## config.mk

```make
export PLATFORM = sky130hd
export DESIGN_NAME = cam_emulator_flat
export DESIGN_NICKNAME = d
export VERILOG_FILES = /design/src/rtl/cam_emulator_if.sv /design/src/rtl/cam_emulator.sv /design/src/flat_wrapper.sv
export SDC_FILE = /design/constraint.sdc
export NUM_CORES = 1
export LEC_CHECK = 0
export CAP_MARGIN = 10
export CORE_ASPECT_RATIO = 1.5
export CORE_UTILIZATION = 25
export CTS_BUF_LIST = sky130_fd_sc_hd__clkbuf_4 sky130_fd_sc_hd__clkbuf_8
export CTS_CLUSTER_DIAMETER = 40
export DETAILED_ROUTE_END_ITERATION = 10
export HOLD_SLACK_MARGIN = 0.06
export PLACE_DENSITY_LB_ADDON = 0.05
export SLEW_MARGIN = 10
export SYNTH_ARGS = -nofsm -noshare
export SYNTH_HDL_FRONTEND = slang
export SYNTH_SLANG_ARGS = --single-unit
```

## constraint.sdc

```tcl
create_clock -name clk -period 6.7 [get_ports clk]
set_clock_uncertainty 0.1 [all_clocks]
set_input_delay 1.005 -clock clk [delete_from_list [all_inputs] [get_ports clk]]
set_output_delay 1.005 -clock clk [all_outputs]
set_load 0.01 [all_outputs]
```

## src/rtl/cam_emulator_if.sv

```systemverilog
// Camera-side bus of the OV7670 emulator: pixel clock, line/frame syncs,
// pixel byte and the end-of-frame pulse.
//   master : the emulator (drives everything)
//   slave  : a capture block (samples on CAM_pclk rising)
interface cam_emulator_if;
  logic       CAM_pclk;
  logic       CAM_href;
  logic       CAM_vsync;
  logic [7:0] CAM_px_data;
  logic       frame_done;

  modport master (output CAM_pclk, CAM_href, CAM_vsync, CAM_px_data, frame_done);
  modport slave  (input  CAM_pclk, CAM_href, CAM_vsync, CAM_px_data, frame_done);
endinterface

```

## src/rtl/cam_emulator.sv

```systemverilog
// OV7670-style camera transmitter emulator: emits QQVGA-sized RGB444 frames
// (two bytes per pixel) built from internal test patterns.
// Ports:
//   clk          system clock, CAM_pclk = clk/2
//   rst          asynchronous active-low reset
//   enable       start / continue frame generation
//   pattern_sel  0/3 solid, 1 colour bars, 2 index ramp (latched per frame)
//   solid_color  RGB444 colour for the solid pattern (latched per frame)
//   cam          camera bus (pclk, href, vsync, px_data, frame_done)
module cam_emulator #(
  parameter int CAM_SCREEN_X = 160,
  parameter int CAM_SCREEN_Y = 120,
  parameter int VS_PULSE     = 8,
  parameter int V_BACK       = 8,
  parameter int H_BLANK      = 16,
  parameter int V_FRONT      = 8
) (
  input  logic        clk,
  input  logic        rst,
  input  logic        enable,
  input  logic [1:0]  pattern_sel,
  input  logic [11:0] solid_color,
  cam_emulator_if.master cam
);
  localparam int XW    = $clog2(CAM_SCREEN_X);
  localparam int YW    = $clog2(CAM_SCREEN_Y);
  localparam int BAR_W = CAM_SCREEN_X / 8;
  localparam int M1    = (VS_PULSE > V_BACK)  ? VS_PULSE : V_BACK;
  localparam int M2    = (H_BLANK  > V_FRONT) ? H_BLANK  : V_FRONT;
  localparam int CW    = $clog2(((M1 > M2) ? M1 : M2) + 1);

  // bar colours, index 0 is the leftmost bar
  localparam logic [7:0][11:0] BARS = {12'h000, 12'h00F, 12'hF00, 12'hF0F,
                                       12'h0F0, 12'h0FF, 12'hFF0, 12'hFFF};

  typedef enum logic [2:0] {S_IDLE, S_VSYNC, S_VBACK, S_LINE, S_HBLANK, S_VFRONT} state_t;

  state_t         r_state;
  logic           r_pclk, r_href, r_vsync, r_done, r_phase;
  logic [7:0]     r_data;
  logic [CW-1:0]  r_cnt;
  logic [XW-1:0]  r_x;
  logic [YW-1:0]  r_y;
  logic [14:0]    r_idx;
  logic [1:0]     r_pat;
  logic [11:0]    r_solid;

  logic           w_tick, w_cnt_last, w_frame_start, w_line_end;
  logic [CW-1:0]  w_lim;
  logic [XW-1:0]  w_px_x;
  logic [11:0]    w_px_idx, w_px;
  logic [7:0]     w_byte;

  function automatic logic [11:0] f_pix(input logic [1:0] pat, input logic [11:0] solid,
                                        input logic [XW-1:0] x, input logic [11:0] idx);
    logic [2:0] bar;
    bar = 3'(int'(x) / BAR_W);
    case (pat)
      2'd1:    return BARS[bar];
      2'd2:    return idx;
      default: return solid;
    endcase
  endfunction

  // pclk is about to fall on this edge: the only edge where state moves
  assign w_tick = r_pclk;

  always_comb begin
    w_lim = '0;
    case (r_state)
      S_VSYNC:  w_lim = CW'(VS_PULSE - 1);
      S_VBACK:  w_lim = CW'(V_BACK - 1);
      S_HBLANK: w_lim = CW'(H_BLANK - 1);
      S_VFRONT: w_lim = CW'(V_FRONT - 1);
      default:  w_lim = '0;
    endcase
  end

  assign w_cnt_last    = (r_cnt == w_lim);
  assign w_line_end    = r_phase && (r_x == XW'(CAM_SCREEN_X - 1));
  assign w_frame_start = w_tick && enable &&
                         (r_state == S_IDLE || (r_state == S_VFRONT && w_cnt_last));

  // Pixel whose byte goes out after this tick. Phase 0 -> 1 sends the low
  // byte of the current pixel; phase 1 -> 0 sends the high byte of the next.
  // Outside a line it's the first pixel of the coming line (index counter
  // already points at it).
  always_comb begin
    w_px_x   = '0;
    w_px_idx = r_idx[11:0];
    if (r_state == S_LINE && r_phase) begin
      w_px_x   = r_x + 1'b1;
      w_px_idx = r_idx[11:0] + 1'b1;
    end else if (r_state == S_LINE) begin
      w_px_x   = r_x;
    end
  end

  assign w_px   = f_pix(r_pat, r_solid, w_px_x, w_px_idx);
  assign w_byte = (r_state == S_LINE && !r_phase) ? w_px[7:0] : {4'h0, w_px[11:8]};

  always_ff @(posedge clk or negedge rst) begin
    if (!rst) begin
      r_state <= S_IDLE;
      r_pclk  <= 1'b0;
      r_href  <= 1'b0;
      r_vsync <= 1'b0;
      r_data  <= '0;
      r_done  <= 1'b0;
      r_phase <= 1'b0;
      r_cnt   <= '0;
      r_x     <= '0;
      r_y     <= '0;
      r_idx   <= '0;
      r_pat   <= '0;
      r_solid <= '0;
    end else begin
      r_pclk <= ~r_pclk;
      r_done <= 1'b0;
      if (w_tick) begin
        if (r_state != S_IDLE && r_state != S_LINE)
          r_cnt <= w_cnt_last ? '0 : CW'(r_cnt + 1'b1);
        case (r_state)
          S_VSYNC: if (w_cnt_last) begin
            r_state <= S_VBACK;
            r_vsync <= 1'b0;
          end
          S_VBACK: if (w_cnt_last) begin
            r_state <= S_LINE;
            r_href  <= 1'b1;
            r_x     <= '0;
            r_y     <= '0;
            r_phase <= 1'b0;
            r_data  <= w_byte;
          end
          S_LINE: begin
            if (w_line_end) begin
              r_state <= S_HBLANK;
              r_href  <= 1'b0;
              r_data  <= '0;
              r_x     <= '0;
              r_phase <= 1'b0;
              r_idx   <= r_idx + 1'b1;
            end else begin
              r_phase <= ~r_phase;
              r_data  <= w_byte;
              if (r_phase) begin
                r_x   <= r_x + 1'b1;
                r_idx <= r_idx + 1'b1;
              end
            end
          end
          S_HBLANK: if (w_cnt_last) begin
            if (r_y == YW'(CAM_SCREEN_Y - 1)) begin
              r_state <= S_VFRONT;
            end else begin
              r_state <= S_LINE;
              r_y     <= r_y + 1'b1;
              r_href  <= 1'b1;
              r_data  <= w_byte;
            end
          end
          S_VFRONT: if (w_cnt_last) begin
            r_done  <= 1'b1;
            r_state <= S_IDLE;
          end
          default: ;
        endcase
        // overrides the IDLE fall-through of the last VFRONT tick
        if (w_frame_start) begin
          r_state <= S_VSYNC;
          r_vsync <= 1'b1;
          r_cnt   <= '0;
          r_idx   <= '0;
          r_pat   <= pattern_sel;
          r_solid <= solid_color;
        end
      end
    end
  end

  assign cam.CAM_pclk    = r_pclk;
  assign cam.CAM_href    = r_href;
  assign cam.CAM_vsync   = r_vsync;
  assign cam.CAM_px_data = r_data;
  assign cam.frame_done  = r_done;
endmodule

```

## src/flat_wrapper.sv

```systemverilog
// flat-port wrapper written by rule: the top's interface ports become plain ports
module cam_emulator_flat 
#(
  parameter int CAM_SCREEN_X = 160,
  parameter int CAM_SCREEN_Y = 120,
  parameter int VS_PULSE     = 8,
  parameter int V_BACK       = 8,
  parameter int H_BLANK      = 16,
  parameter int V_FRONT      = 8
)
  (clk, rst, enable, pattern_sel, solid_color, cam_CAM_pclk, cam_CAM_href, cam_CAM_vsync, cam_CAM_px_data, cam_frame_done);
  cam_emulator_if cam_i ();
  input  logic clk;
  input  logic rst;
  input  logic enable;
  input  logic [1:0] pattern_sel;
  input  logic [11:0] solid_color;
  output wire logic [$bits(cam_i.CAM_pclk)-1:0] cam_CAM_pclk;
  output wire logic [$bits(cam_i.CAM_href)-1:0] cam_CAM_href;
  output wire logic [$bits(cam_i.CAM_vsync)-1:0] cam_CAM_vsync;
  output wire logic [$bits(cam_i.CAM_px_data)-1:0] cam_CAM_px_data;
  output wire logic [$bits(cam_i.frame_done)-1:0] cam_frame_done;
  assign cam_CAM_pclk = cam_i.CAM_pclk;
  assign cam_CAM_href = cam_i.CAM_href;
  assign cam_CAM_vsync = cam_i.CAM_vsync;
  assign cam_CAM_px_data = cam_i.CAM_px_data;
  assign cam_frame_done = cam_i.frame_done;
  cam_emulator #(.CAM_SCREEN_X(CAM_SCREEN_X), .CAM_SCREEN_Y(CAM_SCREEN_Y), .VS_PULSE(VS_PULSE), .V_BACK(V_BACK), .H_BLANK(H_BLANK), .V_FRONT(V_FRONT)) u_core (.clk(clk), .rst(rst), .enable(enable), .pattern_sel(pattern_sel), .solid_color(solid_color), .cam(cam_i));
endmodule
```

==> key figures <==
Drt
  • Via/cell ratio: 5.18
  • Final wirelength: 12.3 mm
  • WL/cell: 17.0 µm
  • 1st-pass router iterations: 4
  • Detailed Route Iter0 Violations: 279
  • ANT nets after route: 0
  • DRC: 0
  • DR vias: 3726

Place
  • Detail Placement HPWL: 8.79 mm
  • Place WS: 2000 ps
  • Placed Cells: 704
  • GP Congestion: 0.764
  • IO buf count: 28

GRT
  • Maximum number of pins on one net before global-route repair: 63
  • Initial antenna violation count: 0
  • Vias in the first global route: 3681
  • First-pass GRT wire length: 19.7 mm
  • GRT Overall Usage: 15.2%
  • GR Overflow Total: 0

Layout
  • # diodes: 0
  • Fill cell count: 1731
  • Fin util: 29.8%
  • Fin cells: 720
  • Fin nets: 534
  • Synth-to-layout area growth: 15.5%
  • Layout cell share with drive strength beyond 1: 9.34%

STA
  • RSZ-0062 raised after global routing: false
  • Fin crit share: 71.0%
  • Pins Over Slew Limit: 0
  • Final WS setup: 1940 ps
  • Setup_tns: 0 ps
  • Slew @ Worst Pin: 858 ps
  • Final Hold Violating Endpoints: 0
  • Final min period: 4760 ps
  • # setup viols final: 0
  • Max Fclk: 0.210 GHz
  • Slew headroom: 42.8%

CTS
  • # clock sinks: 62
  • Clk root buf: clkbuf_8
  • CTS resizes: 0
  • Clk Latency, worst-skew pair: 360 ps
  • CTS Buf Count: 9
  • CTS max path bufs: 2
  • TritonCTS clock tree: yes
  • Clk slew on worst S/H paths: 80 ps
  • Hold buffers post-CTS: 0
  • H-tree depth: 3
  • Post-CTS Setup Bufs: 0

Yosys
  • Synth top cells by count: dfrtp_1 (62), nor2_1 (57), nand2_1 (49), o21ai_0 (46), nand3_1 (23)
  • Yosys top cell by area: dfrtp_1
  • Yosys warns: 0
  • Top-count cell post-synth: dfrtp_1
  • Seq cells post-synth: 62
  • Synthesized area: 4210 µm²
  • Share of the synthesized area in the top cell type: 36.9%
  • EDFF count, synth: 0
  • Synth Net Count: 521
  • Main synth FF type: dfrtp_1
  • Post-Syn Instances: 496
  • Syn avg cell area: 8.48 µm²
  • Netlist cell types: 73
  • Async S/R FF share, synth: 100%
  • Sequential element share of the synthesized area: 36.9%
  • Area contributors post-synth: dfrtp_1 (37%), o21ai_0 (5.5%), nor2_1 (5.1%)

Critical path
  • Family with the most delay on the worst path: compound AO/OA/AOI/OAI gates
  • Worst setup SP type: register
  • Setup slack, reg-to-reg: 1940 ps
  • Slowest CP cell: or4_4
  • Crit-path most repeated cell: ha_1
  • Worst path bufs/invs: 2
  • Crit path DAT: 4930 ps
  • Critical-path maximum fanout: 10
  • Critical Path Max Stage Delay: 560 ps
  • Req. time, crit path: 6870 ps
  • Crit end category: register
  • Crit path kind: register to register
  • Crit-path cells: ha_1 > nand3_1 > or4_4 > nand2_1 > inv_1 > ha_1 > inv_1 > nand3_4 > ha_1 > a2111oi_0 > nand4_1 > a31oi_1 > a21o_1 > nor3_1 > maj3_1 > a221o_1 > a22oi_1

Power
  • Overall power: 1340 µW
  • Switching Power: 460 µW
  • P_leak: 0.00196 µW
  • Gate power share: 28.0%
  • Internal power: 880 µW
  • Worst vdd ir: 120 µV
  • Reg power frac: 41.9%
  • Cell Pwr Density: 276 nW/µm²
  • Power share of the clock group: 30.0%
  • Switch share: 34.3%

Floorplan
  • CORE AREA: 16300 µm²
  • Die width: 108 µm
  • DIE AREA: 17400 µm²
  • FP Rows: 57
  • I/O pin cnt: 29
  • Starting Density: 25.8%
  • Die H: 161 µm

Job
  • MaxCap Viol Count: 0

Run status
  • Status: complete, no violations

Min path
  • Min-delay worst type: register to register
## layer usage
metal  vias up  wire length [µm]  part of all wire [%]  GRT usage [%]
li1       1829                 -                     -              -
met1      1801              5210                    42           18.3
met2        74              6320                    52           25.6
met3        22               406                   3.3           3.13
met4         0               323                   2.6           7.35
met5         -                 0                     0              0
## placed cells by master, fill, tap and decap left out, drive strengths merged, types with 5 or more instances in the layout
master / synthesis / layout
clkbuf: 12 / 13
clkdlybuf4s50: 0 / 27
nor2: 57 / 57
nor3: 15 / 15
nand2b: 8 / 8
mux2i: 6 / 6
xor2: 13 / 13
mux2: 12 / 12
nand4: 11 / 11
o31ai: 6 / 6
a21oi: 22 / 22
o21ai: 49 / 49
and3: 9 / 9
nand3: 24 / 24
xnor2: 13 / 13
nand2: 49 / 49
a221oi: 5 / 5
ha: 8 / 8
inv: 17 / 17
o2111ai: 5 / 5
dfrtp: 62 / 62
## kinds of logic after synthesis
group / Yosys count / synth area share [%]
mux: 18 / 4.64
fa+ha+maj: 9 / 2.62
buf+inv: 46 / 4.91
xor+xnor: 26 / 5.41
compound gates: 134 / 21.1
simple gates: 201 / 24.5
flops: 62 / 36.9
## tightest hold or removal path: stages (launching register included)
cell	delay (ps)
dfrtp_1	340
nand2_1	40
o21ai_0	60
## metrics by stage
| step | hold WS [ps] | cell area [µm²] |
|---|---|---|
| floorplan | 352 | 4210 |
| global placement | 363 | 4620 |
| detailed placement | 371 | 4620 |
| CTS | 384 | 4860 |
| global route | 401 | 4860 |
| finish | 379 | 4860 |
## power by group through the flow
stage	sequential (µW)	clock, µW	combinational [µW]
finish	562	403	376
global route	579	440	432
CTS	563	422	380
detailed placement	570	0	378
global placement	568	0	382
floorplan	528	0	286
## worst paths after layout
check | start | to | depth (start not counted)
max in group asynchronous | rst | u_core.r_x[1] | 2
min in group asynchronous | rst | u_core.r_idx[9] | 2
worst min-delay path | u_core.cam.CAM_px_data[5] | u_core.cam.CAM_px_data[5] | 2
worst max-delay path | u_core.r_x[0] | u_core.cam.CAM_px_data[1] | 17
worst max register to register | u_core.r_x[0] | u_core.cam.CAM_px_data[1] | 17
worst min register to register | u_core.cam.CAM_px_data[5] | u_core.cam.CAM_px_data[5] | 2
## area by class of cell
class / instances / area [µm²] / share of cell area, %
multi-input cells: 388 / 2450 / 50.4
flip-flops and latches: 62 / 1550 / 31.9
repair buffers: 31 / 298 / 6.13
well taps: 206 / 258 / 5.30
clock buffers: 13 / 173 / 3.55
inverters: 17 / 66.3 / 1.36
clock inverters: 3 / 65.1 / 1.34
## flip-flops by register name, indices dropped and copies added (netlist names)
register / flops
u_core.r_solid: 12
u_core.cam.CAM_pclk: 1
u_core.cam.CAM_vsync: 1
u_core.r_x: 8
u_core.r_pat: 2
u_core.r_y: 7
u_core.r_phase: 1
u_core.r_state: 3
u_core.cam.CAM_href: 1
u_core.cam.CAM_px_data: 8
u_core.r_cnt: 5
u_core.r_idx: 12
u_core.cam.frame_done: 1
(Power assumes the default switching activity.)
